==> config.mk <==
export PLATFORM = sky130hd
export DESIGN_NAME = parallax_layer_sched
export DESIGN_NICKNAME = d
export VERILOG_FILES = /design/src/rtl/parallax_layer_sched.sv
export SDC_FILE = /design/constraint.sdc
export NUM_CORES = 1
export LEC_CHECK = 0
export CAP_MARGIN = 10
export CORE_ASPECT_RATIO = 0.9
export CORE_MARGIN = 2
export CORE_UTILIZATION = 40
export CTS_CLUSTER_SIZE = 8
export DETAILED_ROUTE_END_ITERATION = 8
export HOLD_SLACK_MARGIN = 0.08
export PLACE_DENSITY = 0.62
export SETUP_SLACK_MARGIN = 0.05
export SLEW_MARGIN = 20
export SYNTH_ARGS = -nofsm -noshare
export SYNTH_HDL_FRONTEND = slang
export SYNTH_SLANG_ARGS = --single-unit
==> constraint.sdc <==
create_clock -name clk -period 3.6 [get_ports clk]
set_input_delay 0.72 -clock clk [delete_from_list [all_inputs] [get_ports clk]]
set_output_delay 0.72 -clock clk [all_outputs]
set_load 0.05 [all_outputs]
==> src/rtl/parallax_layer_sched.sv <==
// Frame-level scheduler for the parallax star/mountain layers:
// per-pixel advance enables, reload strobes and time-shared scroll updates.
module parallax_layer_sched #(
  parameter int LAYERS     = 3,
  parameter int FIELD_BITS = 8,
  parameter int SPEED_W    = 4
) (
  input  logic                  clk,
  input  logic                  reset,
  input  logic [9:0]            hpos,
  input  logic [9:0]            vpos,
  input  logic                  cfg_valid,
  output logic                  cfg_ready,
  input  logic [1:0]            cfg_layer,
  input  logic [SPEED_W-1:0]    cfg_speed,
  input  logic                  pause,
  input  logic                  step,
  output logic [LAYERS-1:0]     layer_en,
  output logic [LAYERS-1:0]     layer_load,
  output logic [LAYERS*8-1:0]   scroll_x,
  output logic [7:0]            frame_cnt,
  output logic                  busy
);

  typedef enum logic {RUN, UPD} state_t;

  state_t               state;
  logic [1:0]           idx;
  logic                 adv;
  logic                 step_pending;
  logic                 step_q;
  logic [7:0]           scroll [LAYERS];
  logic [SPEED_W-1:0]   live   [LAYERS];
  logic [SPEED_W-1:0]   shadow [LAYERS];

  logic                 in_field;
  logic                 frame_start;
  logic                 step_rise;
  logic                 cfg_fire;
  logic [2:0]           en_all;
  logic [7:0]           cur_scroll;
  logic [SPEED_W-1:0]   cur_speed;
  logic [7:0]           sum;

  assign in_field    = ((hpos >> FIELD_BITS) == 10'd0) &&
                       ((vpos >> FIELD_BITS) == 10'd0);
  assign frame_start = (hpos == 10'd0) && (vpos == 10'd0);
  assign step_rise   = step & ~step_q & pause;
  assign cfg_ready   = ~busy;
  assign cfg_fire    = cfg_valid & cfg_ready;

  // Layer i advances every 2^i pixels: deeper layers drift slower.
  assign en_all   = {~hpos[0] & ~hpos[1], ~hpos[0], 1'b1};
  assign layer_en = (in_field && !busy) ? en_all[LAYERS-1:0] : '0;

  for (genvar g = 0; g < LAYERS; g++) begin : g_pack
    assign scroll_x[8*g +: 8] = scroll[g];
  end

  // Single adder shared by all layers, selected by the update index.
  always_comb begin
    cur_scroll = '0;
    cur_speed  = '0;
    for (int i = 0; i < LAYERS; i++) begin
      if (idx == 2'(i)) begin
        cur_scroll = scroll[i];
        cur_speed  = live[i];
      end
    end
    sum = cur_scroll + 8'(cur_speed);
  end

  always_ff @(posedge clk) begin
    if (reset) begin
      state        <= RUN;
      idx          <= '0;
      adv          <= 1'b0;
      busy         <= 1'b0;
      frame_cnt    <= '0;
      layer_load   <= '0;
      step_pending <= 1'b0;
      step_q       <= 1'b0;
      for (int i = 0; i < LAYERS; i++) begin
        scroll[i] <= '0;
        live[i]   <= SPEED_W'(i + 1);
        shadow[i] <= SPEED_W'(i + 1);
      end
    end else begin
      step_q     <= step;
      layer_load <= '0;
      for (int i = 0; i < LAYERS; i++) begin
        if (cfg_fire && cfg_layer == 2'(i))
          shadow[i] <= cfg_speed;
      end
      unique case (state)
        RUN: begin
          if (frame_start) begin
            state        <= UPD;
            idx          <= '0;
            busy         <= 1'b1;
            frame_cnt    <= frame_cnt + 8'd1;
            adv          <= ~pause | step_pending;
            step_pending <= 1'b0;
            layer_load   <= LAYERS'(1);
            for (int i = 0; i < LAYERS; i++)
              live[i] <= shadow[i];
          end
        end
        UPD: begin
          for (int i = 0; i < LAYERS; i++) begin
            if (adv && idx == 2'(i))
              scroll[i] <= sum;
          end
          if (idx == 2'(LAYERS - 1)) begin
            state <= RUN;
            busy  <= 1'b0;
          end else begin
            idx        <= idx + 2'd1;
            layer_load <= LAYERS'(1) << (idx + 2'd1);
          end
        end
        default: state <= RUN;
      endcase
      // A step arriving on a frame entry is kept for the following frame.
      if (step_rise)
        step_pending <= 1'b1;
    end
  end

endmodule

# Word level (Yosys, flattened, before mapping)
# Memories as Yosys holds them, arrays and structs flattened.
# Index checks and enable logic that the tools add are counted.
totals:
  latch_bits: 0
  inputBits: 31
  output_inout_bits: 40
  register_bits: 18
  ram_bits: 48
  mem_bits_ro: 0
  mem_count: 3
  word_cells: 121
op_classes:
  reduce_logical: 21
  n_shift: 1
  multipliers: 0
  n_div: 0
  bitwise: 20
  n_eq_ne: 8
  order_cmp: 0
  n_addsub: 3
  n_mux: 57
memory_table:
  columns: ["memory", "words", "word_bits", "read_ports", "rd_clocked_by_memory_dff", "write_ports", "line", "text"]
  rows:
  - ["scroll", 3, 8, 3, 0, 3, "32", "logic [7:0] scroll [LAYERS];"]
  - ["live", 3, 4, 3, 0, 3, "33", "logic [SPEED_W-1:0] live [LAYERS];"]
  - ["shadow", 3, 4, 3, 0, 3, "34", "logic [SPEED_W-1:0] shadow [LAYERS];"]
op_table:
  columns: ["operator", "count"]
  rows:
  - ["8-bit 2-to-1 mux", 6]
  - ["10-bit logical NOT", 4]
  - ["4-bit 2-to-1 mux", 9]
  - ["1-bit 2-to-1 mux", 34]
  - ["1-bit bitwise OR", 10]
  - ["1-bit logical AND", 9]
  - ["8-bit by 1-bit adder with 8-bit output (second input constant)", 1]
  - ["8-bit by 4-bit adder with 8-bit output", 1]
  - ["2-bit AND reduction", 4]
  - ["3-bit 2-to-1 mux", 2]
  - ["1-bit inverter", 6]
  - ["3-bit case mux with 2 select lines", 1]
  - ["1-bit bitwise AND", 4]
  - ["2-bit by 1-bit == test with 1-bit output (second input constant)", 2]
  - ["2-bit == test (second input constant)", 2]
  - ["2-bit logical NOT", 2]
  - ["2-bit 2-to-1 mux", 2]
  - ["2-bit by 1-bit != test with 1-bit output (second input constant)", 2]
  - ["2-bit != test (second input constant)", 2]
  - ["1-bit case mux with 2 select lines", 2]
  - ["2-bit case mux with 2 select lines", 1]
  - ["1-bit by 2-bit left shift with 3-bit output (first input constant)", 1]
  - ["2-bit by 1-bit adder with 2-bit output (second input constant)", 1]
  - ["2-bit nonzero test", 1]
  - ["1-bit logical NOT", 1]

# Depth between registers and ports, before layout
# Gate-level depths: netlist (run 1).
logic_depth:
  depth_word: 7
  mapped_depth: 14
  ltp_nobuf: 12

# Worst setup path after synthesis (run 1)
# OpenSTA, ideal clock, no wires.
synth_path:
  path_kind: "input port to output port"
  startpoint: "input hpos[9]"
  endpoint: "output layer_en[2]"
  arrival_time_ns: 2.187
  stages: 3
  slack_ns: 0.693
  path_buffers: 0
  t_required_ns: 2.880
  path_cell_list: "nor4_4 > nand2_1 > nor3_1"
synth_via:
  elab_chain_cells: 4
synth_rtl:
  columns: ["item", "line", "text"]
  rows:
  - ["start, declared", "10", "input logic [9:0] hpos,"]
  - ["10-bit logical NOT", "45", "assign in_field = ((hpos >> FIELD_BITS) == 10'd0) &&"]
  - ["1-bit logical AND", "45", null]
  - ["1-bit logical AND", "54", "assign layer_en = (in_field && !busy) ? en_all[LAYERS-1:0] : '0;"]
  - ["3-bit 2-to-1 mux", "54", null]
  - ["end, declared", "18", "output logic [LAYERS-1:0] layer_en,"]
# Every way passes these cells.

# Worst setup path after layout (run 1)
layout_path:
  startpoint: "input hpos[9]"
  endpoint: "output layer_en[1]"
# The elaborated chain is that of the path after synthesis.

==> flow_metrics.py, run 1 <==
metrics = {
    "clock_tree": {
        "clock-sinks": 66,
        "cts_resized": 0,
        "numCtsBuffers": 9,
        "clockBufferDepth": 2,
        "post-cts-setup-buffer-count": 0,
        "cts_hold_buf": 0,
        "h-tree-depth": 3,
        "clockRootBuffer": "clkbuf_8",
        "clock_latency_ns": 0.33,
        "path_clk_slew_ns": 0.06,
        "cts_tree": "built",
    },
    "job": {
        "drv_cap": 0,
    },
    "setup_path": {
        "r2r_start": "idx[0]",
        "critical_path_class": "in -> out",
        "crit_fanout": 3,
        "crit_arrival_ns": 2.53,
        "startpoint": "hpos[9]",
        "cp.required_ns": 2.88,
        "critical_path.startpoint_type": "primary input",
        "endpoint_kind": "primary output",
    },
    "place": {
        "dp_hpwl_um": 4290,
        "io_buffers": 70,
        "place_congestion": 0.758,
        "dp_slack_ns": 0.367,
    },
    "finish": {
        "utilization_pct": 56.0,
        "num-fill-cells": 644,
        "nets": 376,
        "num_antenna_cells": 0,
        "syn_to_final_growth_pct": 33.9,
        "multi_input_area_um2": 1090,
        "regArea_um2": 1800,
        "drive_gt1_share_pct": 7.08,
    },
    "sta": {
        "fin_skew_ns": 0.00526,
        "fmax_ghz": 0.308,
        "maxSlewHeadroom_pct": 56.0,
        "finalCritPeriodShare_pct": 90.2,
        "grt_setup_unrepaired": "no",
        "fin_crit_ns": 3.25,
        "worstMarginPinSlew_ns": 0.660,
        "hold_slack_ns": 0.490,
        "fin_ws_ns": 0.354,
        "fin_setup_tns_ns": 0,
        "slew_violations": 0,
        "hold_viol_final": 0,
        "setup-violations-final": 0,
    },
    "floorplanning": {
        "core_area_um2": 7150,
        "initial_core_util_pct": 41.8,
        "die_area_um2": 8180,
        "ios": 71,
        "die_w_um": 95.1,
        "num_rows": 29,
        "die_h_um": 86.0,
    },
    "logic_synthesis": {
        "synth-edff-count": 48,
        "synth_nets": 303,
        "yosysUniqueCellTypes": 41,
        "netlist_instances": 261,
        "synth-seq-area-share_pct": 60.3,
        "yosysWarnings": 0,
        "avgSynthCellArea_um2": 11.5,
        "ys.flop_type": "edfxtp_1",
        "synth_async_sr_flop_share_pct": 0,
        "netlist_area_um2": 2990,
        "synth-seq-cells": 66,
    },
    "power_and_ir_drop": {
        "p_leak_uw": 0.00144,
        "ir_drop_mv": 0.201,
        "total_power_uw": 1710,
        "switching_power_uw": 358,
        "p_sw_share_pct": 21.0,
        "p_int_uw": 1350,
        "powerDensity_nw_per_um2": 426,
        "clkPwrFrac_pct": 42.4,
        "combPwrFrac_pct": 8.3,
        "seqPwrFrac_pct": 49.4,
    },
    "global_routing": {
        "grt_use_total_pct": 16.2,
        "grt_pass1_vias": 2151,
        "grt_max_degree": 26,
        "grt_pass1_wl_um": 10200,
        "antenna_found_initial": 0,
        "grt_overflow": 0,
    },
    "drt": {
        "wl_met1_um": 2720,
        "vias": 2147,
        "drc_errors": 0,
        "wl_met3_um": 376,
        "ant_nets": 0,
        "viasPerCell": 4.97,
        "first_iter_violations": 50,
        "top_layer_used": "met4",
        "wl_per_cell_um": 13.9,
        "firstDrtPassIters": 4,
        "drt_wl_total_um": 5990,
        "wl_met2_um": 2790,
    },
    "outcome": {
        "status": "finished, final reports clean",
    },
    "worst_hold_path": {
        "hold_path_class": "reg -> reg",
        "min-delay-start": "busy",
    },
}
per-stage QoR:
step | area (um^2) | std cells
6_report | 4010 | 432
5_1_grt | 4010 | 432
4_1_cts | 4010 | 432
3_5_place_dp | 3770 | 416
3_3_place_gp | 3770 | 416
2_1_floorplan | 2990 | 261
layer usage:
| metal | vias up | GRT usage, % |
|---|---|---|
| met4 | 0 | 6.72 |
| li1 | 1080 | - |
| met1 | 998 | 20.0 |
| met3 | 8 | 4.57 |
| met5 | - | 0 |
| met2 | 61 | 26.6 |
state kept, by name, summed over array words and instances (netlist names):
| register | flops |
|---|---|
| scroll | 24 |
| step_q | 1 |
| live | 12 |
| busy | 1 |
| frame_cnt | 8 |
| step_pending | 1 |
| state | 1 |
| idx | 2 |
| adv | 1 |
| shadow | 12 |
| layer_load | 3 |
critical path, cell delays in order:
cell and delay [ns]:
clkdlybuf4s50_1 0.44, nor4_4 0.32, nand2_1 0.13, nor2_1 0.10
clkdlybuf4s50_1 0.81
power by group through the flow:
| stage | combinational [uW] | clock (uW) | sequential, uW |
|---|---|---|---|
| global placement | 140 | 0 | 859 |
| finish | 141 | 723 | 842 |
| detailed placement | 142 | 0 | 860 |
| floorplan | 41.6 | 0 | 892 |
| CTS | 143 | 735 | 843 |
| global route | 152 | 770 | 844 |
Yosys cell counts, drive strengths merged, types with 3 or more instances:
cell    count  area share, %
a211oi      3           0.75
a21o        3           0.75
a21oi      11            1.8
a22oi       9            2.3
and2       12            2.5
buf         3           0.92
clkbuf      9            1.1
dfxtp      18             12
edfxtp     48             48
ha         10            4.2
inv         9            1.1
nand2      24            3.0
nand2b      5            1.0
nand3      10            1.8
nand3b      3           0.75
nor2       23            2.9
nor2b       7            1.5
nor3        6            1.2
nor3b       3           0.75
nor4        6            2.0
o21ai      12            2.0
or3         5            1.0
xnor2       6            1.8
xor2        4            1.2
placed cells by master (no fill, tap or decap), types with 3 or more instances in the layout:
| cell | n |
|---|---|
| a211oi_1 | 3 |
| a21o_1 | 3 |
| a21oi_1 | 11 |
| a22oi_1 | 9 |
| and2_1 | 12 |
| buf_4 | 5 |
| bufinv_16 | 3 |
| clkbuf_8 | 9 |
| clkdlybuf4s50_1 | 69 |
| clkinv_1 | 3 |
| dfxtp_1 | 18 |
| edfxtp_1 | 48 |
| ha_1 | 10 |
| inv_1 | 9 |
| nand2_1 | 24 |
| nand2b_1 | 5 |
| nand3_1 | 9 |
| nand3b_1 | 3 |
| nor2_1 | 23 |
| nor2b_1 | 7 |
| nor3_1 | 5 |
| nor3b_1 | 3 |
| nor4_1 | 4 |
| o21ai_0 | 12 |
| or3_1 | 5 |
| xnor2_1 | 6 |
| xor2_1 | 4 |
final cells by class:
type	instances	share of cell area, %
Clock buffer	9	3.09
Clock inverter	7	2.69
Inverter	10	0.937
Multi-Input combinational cell	173	27.2
Sequential cell	66	45.0
Tap cell	93	2.91
Timing Repair Buffer	74	18.2
cell families (layout without fill, tap and decap cells):
family,Yosys count,count (layout),synth area share (%)
AND/OR/NAND/NOR,108,108,19.3
flip-flops,66,66,60.3
AO/OA/AOI/OAI,42,42,8.62
buffers and inverters,22,100,3.30
adder cells (fa/ha/maj),11,11,4.85
XOR/XNOR,10,10,2.93
multiplexers,2,2,0.711
final timing paths:
| path | endpoint | slack, ns | cells after the start |
|---|---|---|---|
| worst max-delay path | layer_en[1] | 0.35 | 5 |
| worst min-delay path | busy | 0.49 | 2 |
| worst max register to register | scroll[0][6] | 0.56 | 13 |
| worst min register to register | busy | 0.49 | 2 |
Power figures use the tool's default switching activity.
==> inputs of run 2 (changes only) <==
PLACE_DENSITY = default   (was 0.62)
PLACE_DENSITY_LB_ADDON = 0.25   (was default)
==> run 2 against run 1 <==
Sequential share of layout area grew 0.90 points. Final area shrank 2.0%. Cell count is the same. Critical path type unchanged. Clock skew is essentially flat. Largest cell class unchanged. Die area is the same.
==> flow_metrics.py, run 2 (synthesized netlist as in run 1, its figures left out) <==
metrics = {
    "sta": {
        "finalCritPeriodShare_pct": 90.0,
        "setup-violations-final": 0,
        "worstMarginPinSlew_ns": 0.632,
        "fin_skew_ns": 0.00569,
        "fin_setup_tns_ns": 0,
        "maxSlewHeadroom_pct": 57.5,
        "hold_viol_final": 0,
        "fin_crit_ns": 3.24,
        "slew_violations": 0,
        "grt_setup_unrepaired": "no",
        "fmax_ghz": 0.309,
    },
    "drt": {
        "drt_wl_total_um": 5730,
        "first_iter_violations": 58,
        "viasPerCell": 4.92,
        "ant_nets": 0,
        "vias": 2125,
        "firstDrtPassIters": 4,
        "wl_per_cell_um": 13.3,
        "drc_errors": 0,
    },
    "clock_tree": {
        "numCtsBuffers": 9,
        "clock-sinks": 66,
        "cts_tree": "built",
        "post-cts-setup-buffer-count": 0,
        "clockBufferDepth": 2,
        "h-tree-depth": 3,
        "cts_resized": 0,
        "cts_hold_buf": 0,
        "clockRootBuffer": "clkbuf_8",
        "clock_latency_ns": 0.34,
        "path_clk_slew_ns": 0.06,
    },
    "finish": {
        "final_common_cell": "clkdlybuf4s50_1",
        "layout.cells.most_common_list": "69 x clkdlybuf4s50_1, 48 x edfxtp_1, 24 x nand2_1",
        "final_area_um2": 3930,
        "largestRegisters": "scroll (24), live (12), shadow (12)",
        "regMostFlops": "scroll",
        "largest_reg_flops": 24,
        "syn_to_final_growth_pct": 31.3,
        "nets": 376,
        "utilization_pct": 54.9,
        "num_antenna_cells": 0,
        "drive_gt1_share_pct": 6.19,
    },
    "setup_path": {
        "crit_top_cell": "clkdlybuf4s50_1",
        "path_buf_inv": 2,
        "r2r_slack_ns": 0.57,
        "endpoint": "layer_en[1]",
        "critical_path.startpoint_type": "primary input",
        "crit_path_max_incr_delay_ns": 0.81,
        "crit_fanout": 3,
        "ff2ff_path_depth": 13,
        "rr_endpoint": "scroll[0][14]",
        "critical_path_class": "in -> out",
        "crit_arrival_ns": 2.52,
        "crit_chain": "clkdlybuf4s50_1, nor4_4, nand2_1, nor2_1, clkdlybuf4s50_1",
        "endpoint_kind": "primary output",
        "cp.required_ns": 2.88,
        "crit_slowest_cell": "clkdlybuf4s50_1",
        "crit_family": "buffers and inverters",
        "startpoint": "hpos[9]",
        "cp.depth": 5,
        "r2r_start": "idx[0]",
    },
    "power_and_ir_drop": {
        "p_leak_uw": 0.00140,
        "powerDensity_nw_per_um2": 377,
        "ir_drop_mv": 0.162,
    },
    "global_routing": {
        "grt_overflow": 0,
        "grt_pass1_wl_um": 9590,
        "grt_use_total_pct": 15.6,
        "grt_max_degree": 26,
        "grt_pass1_vias": 2031,
        "antenna_found_initial": 0,
    },
    "floorplanning": {
        "die_area_um2": 8180,
        "initial_core_util_pct": 41.8,
        "ios": 71,
        "die_w_um": 95.1,
        "die_h_um": 86.0,
        "core_area_um2": 7150,
        "num_rows": 29,
    },
    "outcome": {
        "status": "finished, final reports clean",
    },
    "worst_hold_path": {
        "hold_path_class": "reg -> reg",
    },
    "place": {
        "place_congestion": 0.789,
        "placed_area_um2": 3770,
        "io_buffers": 70,
        "dp_hpwl_um": 4200,
    },
    "job": {
        "drv_cap": 0,
    },
}
-- run 2: changes by cell type in the layout (fill, tap and decap cells not counted), sizes merged --
cell,change
clkinv,+1
bufinv,-3
clkbuf,+2
-- run 2: final cells by class --
cell class | instances | area, um^2
fillers | 630 | 3220
multi-input cells | 173 | 1090
repair buffers | 74 | 728
well taps | 93 | 116
flip-flops and latches | 66 | 1800
clock buffers | 11 | 131
inverters | 10 | 37.5
clock inverters | 5 | 21.3
-- run 2: power breakdown --
group	switching, uW	leakage (uW)	internal (uW)
registers	7.74	0.000618	835
clock network	257	0.0000796	240
logic	79.5	0.000699	60.5
-- run 2: worst register-to-register path: cells and delay by family, from the launching register on --
| family | cells | cell delay [ns] |
|---|---|---|
| buf+inv | 2 | 0.28 |
| simple gates | 3 | 0.32 |
| xor+xnor | 1 | 0.13 |
| fa+ha+maj | 3 | 0.98 |
| flops | 1 | 0.38 |
| compound gates | 4 | 0.67 |
-- run 2: metal layers --
layer / wire length [um] / global-route usage, % / vias to the layer above
met5: 0 / 0 / -
met1: 2640 / 20.0 / 972
met4: 108 / 8.30 / 0
met3: 351 / 4.31 / 9
li1: - / - / 1079
met2: 2630 / 23.9 / 65
-- run 2: through the flow --
stage / hold slack (ns) / power (uW) / std cells / worst slack, ns
3_3_place_gp: 0.463 / 998 / 416 / 0.387
4_1_cts: 0.487 / 1500 / 432 / 0.340
2_1_floorplan: 0.456 / 933 / 261 / 0.693
6_report: 0.484 / 1480 / 432 / 0.359
3_5_place_dp: 0.477 / 1000 / 416 / 0.358
5_1_grt: 0.508 / 1550 / 432 / 0.282
-- run 2: how the worst min path moves through the flow --
stage	cells after the start	slack (ns)	start	endpoint
3_5_place_dp	2	0.48	busy	busy
6_report	2	0.48	busy	busy
2_1_floorplan	2	0.46	step_pending	step_pending
5_1_grt	2	0.51	busy	busy
4_1_cts	2	0.49	busy	busy
3_3_place_gp	2	0.46	busy	busy
==> inputs of run 3 (changes only) <==
REMOVE_ABC_BUFFERS = 1   (was default)
==> run 3 against run 2 <==
Via count down 0.99%. Cell count unchanged. Largest power group unchanged. Highest routed layer unchanged. Die area unchanged. Critical endpoint unchanged.
==> flow_metrics.py, run 3 (synthesized netlist as in run 1, its figures left out) <==
metrics = {
    "finish": {
        "layout.cells.most_common_list": "69 x clkdlybuf4s50_1, 48 x edfxtp_1, 24 x nand2_1",
        "regMostFlops": "scroll",
        "regArea_um2": 1800,
        "largestRegisters": "scroll (24), live (12), shadow (12)",
        "drive_gt1_share_pct": 7.37,
        "utilization_pct": 55.4,
        "num-fill-cells": 630,
        "nets": 376,
        "final_common_cell": "clkdlybuf4s50_1",
        "largest_reg_flops": 24,
        "multi_input_area_um2": 1090,
        "syn_to_final_growth_pct": 32.4,
        "num_antenna_cells": 0,
    },
    "floorplanning": {
        "die_area_um2": 8180,
        "num_rows": 29,
        "initial_core_util_pct": 41.8,
        "die_h_um": 86.0,
        "die_w_um": 95.1,
        "core_area_um2": 7150,
        "ios": 71,
    },
    "clock_tree": {
        "cts_hold_buf": 0,
        "post-cts-setup-buffer-count": 0,
        "cts_resized": 0,
        "clockRootBuffer": "clkbuf_8",
        "clock-sinks": 66,
        "cts_tree": "built",
        "h-tree-depth": 3,
        "path_clk_slew_ns": 0.07,
        "numCtsBuffers": 9,
        "clockBufferDepth": 2,
        "clock_latency_ns": 0.34,
    },
    "sta": {
        "hold_viol_final": 0,
        "fin_skew_ns": 0.00410,
        "finalCritPeriodShare_pct": 90.6,
        "slew_violations": 0,
        "fin_crit_ns": 3.26,
        "setup-violations-final": 0,
        "worstMarginPinSlew_ns": 0.681,
        "maxSlewHeadroom_pct": 54.2,
        "grt_setup_unrepaired": "no",
        "fin_setup_tns_ns": 0,
        "fmax_ghz": 0.306,
    },
    "global_routing": {
        "grt_pass1_wl_um": 9140,
        "grt_max_degree": 26,
        "grt_use_total_pct": 14.9,
        "grt_pass1_vias": 1926,
        "grt_overflow": 0,
        "antenna_found_initial": 0,
    },
    "worst_hold_path": {
        "min-delay-start": "busy",
        "hold_path_class": "reg -> reg",
    },
    "place": {
        "io_buffers": 70,
        "dp_hpwl_um": 4170,
        "place_congestion": 0.851,
    },
    "setup_path": {
        "endpoint_kind": "primary output",
        "critical_path.startpoint_type": "primary input",
        "cp.required_ns": 2.88,
        "ff2ff_path_depth": 11,
        "crit_arrival_ns": 2.54,
        "r2r_slack_ns": 0.43,
        "endpoint": "layer_en[1]",
        "r2r_start": "idx[0]",
        "critical_path_class": "in -> out",
        "crit_fanout": 3,
        "rr_endpoint": "scroll[0][7]",
        "startpoint": "hpos[9]",
    },
    "outcome": {
        "status": "finished, final reports clean",
    },
    "drt": {
        "first_iter_violations": 85,
        "drt_wl_total_um": 5830,
        "ant_nets": 0,
        "vias": 2104,
        "wl_per_cell_um": 13.5,
        "viasPerCell": 4.87,
        "firstDrtPassIters": 4,
        "drc_errors": 0,
    },
    "power_and_ir_drop": {
        "ir_drop_mv": 0.204,
        "p_leak_uw": 0.00141,
        "powerDensity_nw_per_um2": 396,
    },
    "job": {
        "drv_cap": 0,
    },
}
## run 3: cell types whose count changed in the layout (fill, tap and decap cells not counted)
cell	before	now
clkbuf_1	2	1
clkinv_2	2	4
bufinv_16	0	1
clkinvlp_4	0	1
clkinv_1	4	1
## run 3: routing by layer
metal | share of wire [%] | routed length [um] | track usage, % | vias up
li1 | - | - | - | 1078
met1 | 45 | 2610 | 18.6 | 953
met2 | 48 | 2780 | 24.0 | 62
met3 | 5.9 | 343 | 4.39 | 11
met4 | 1.7 | 97 | 6.72 | 0
met5 | 0 | 0 | 0 | -
## run 3: cell type report
type | instances | area share (%)
Timing Repair Buffer | 74 | 18.4
Clock buffer | 10 | 3.22
Sequential cell | 66 | 45.5
Multi-Input combinational cell | 173 | 27.5
Tap cell | 93 | 2.94
Inverter | 10 | 0.948
Clock inverter | 6 | 1.45
## run 3: through the flow
| step | hold slack [ns] | setup slack (ns) | area, um^2 | cells | power [uW] |
|---|---|---|---|---|---|
| floorplan | 0.456 | 0.693 | 2930 | 249 | 930 |
| global placement | 0.469 | 0.389 | 3770 | 416 | 998 |
| detailed placement | 0.490 | 0.329 | 3770 | 416 | 1000 |
| CTS | 0.505 | 0.315 | 3960 | 432 | 1580 |
| global route | 0.525 | 0.0511 | 3960 | 432 | 1620 |
| finish | 0.505 | 0.337 | 3960 | 432 | 1570 |
## run 3: how the worst min path moves through the flow
| stage | depth (start not counted) | slack [ns] | endpoint |
|---|---|---|---|
| after floorplan | 2 | 0.46 | step_pending |
| after global placement | 2 | 0.47 | step_pending |
| after detailed placement | 1 | 0.49 | live[0][0] |
| after CTS | 2 | 0.50 | busy |
| after global routing | 1 | 0.52 | live[0][0] |
| final | 2 | 0.50 | busy |
## run 3: power by group
group	switching (uW)	internal, uW	leakage, uW
Sequential	7.36	835	0.000618
Clock	269	315	0.0000958
Combinational	79.6	60.6	0.000699
Total	356	1210	0.00141
## run 3: worst max-delay path: stages
cell	delay [ns]
clkdlybuf4s50_1	0.44
nor4_4	0.32
nand2_1	0.13
nor2_1	0.12
clkdlybuf4s50_1	0.81
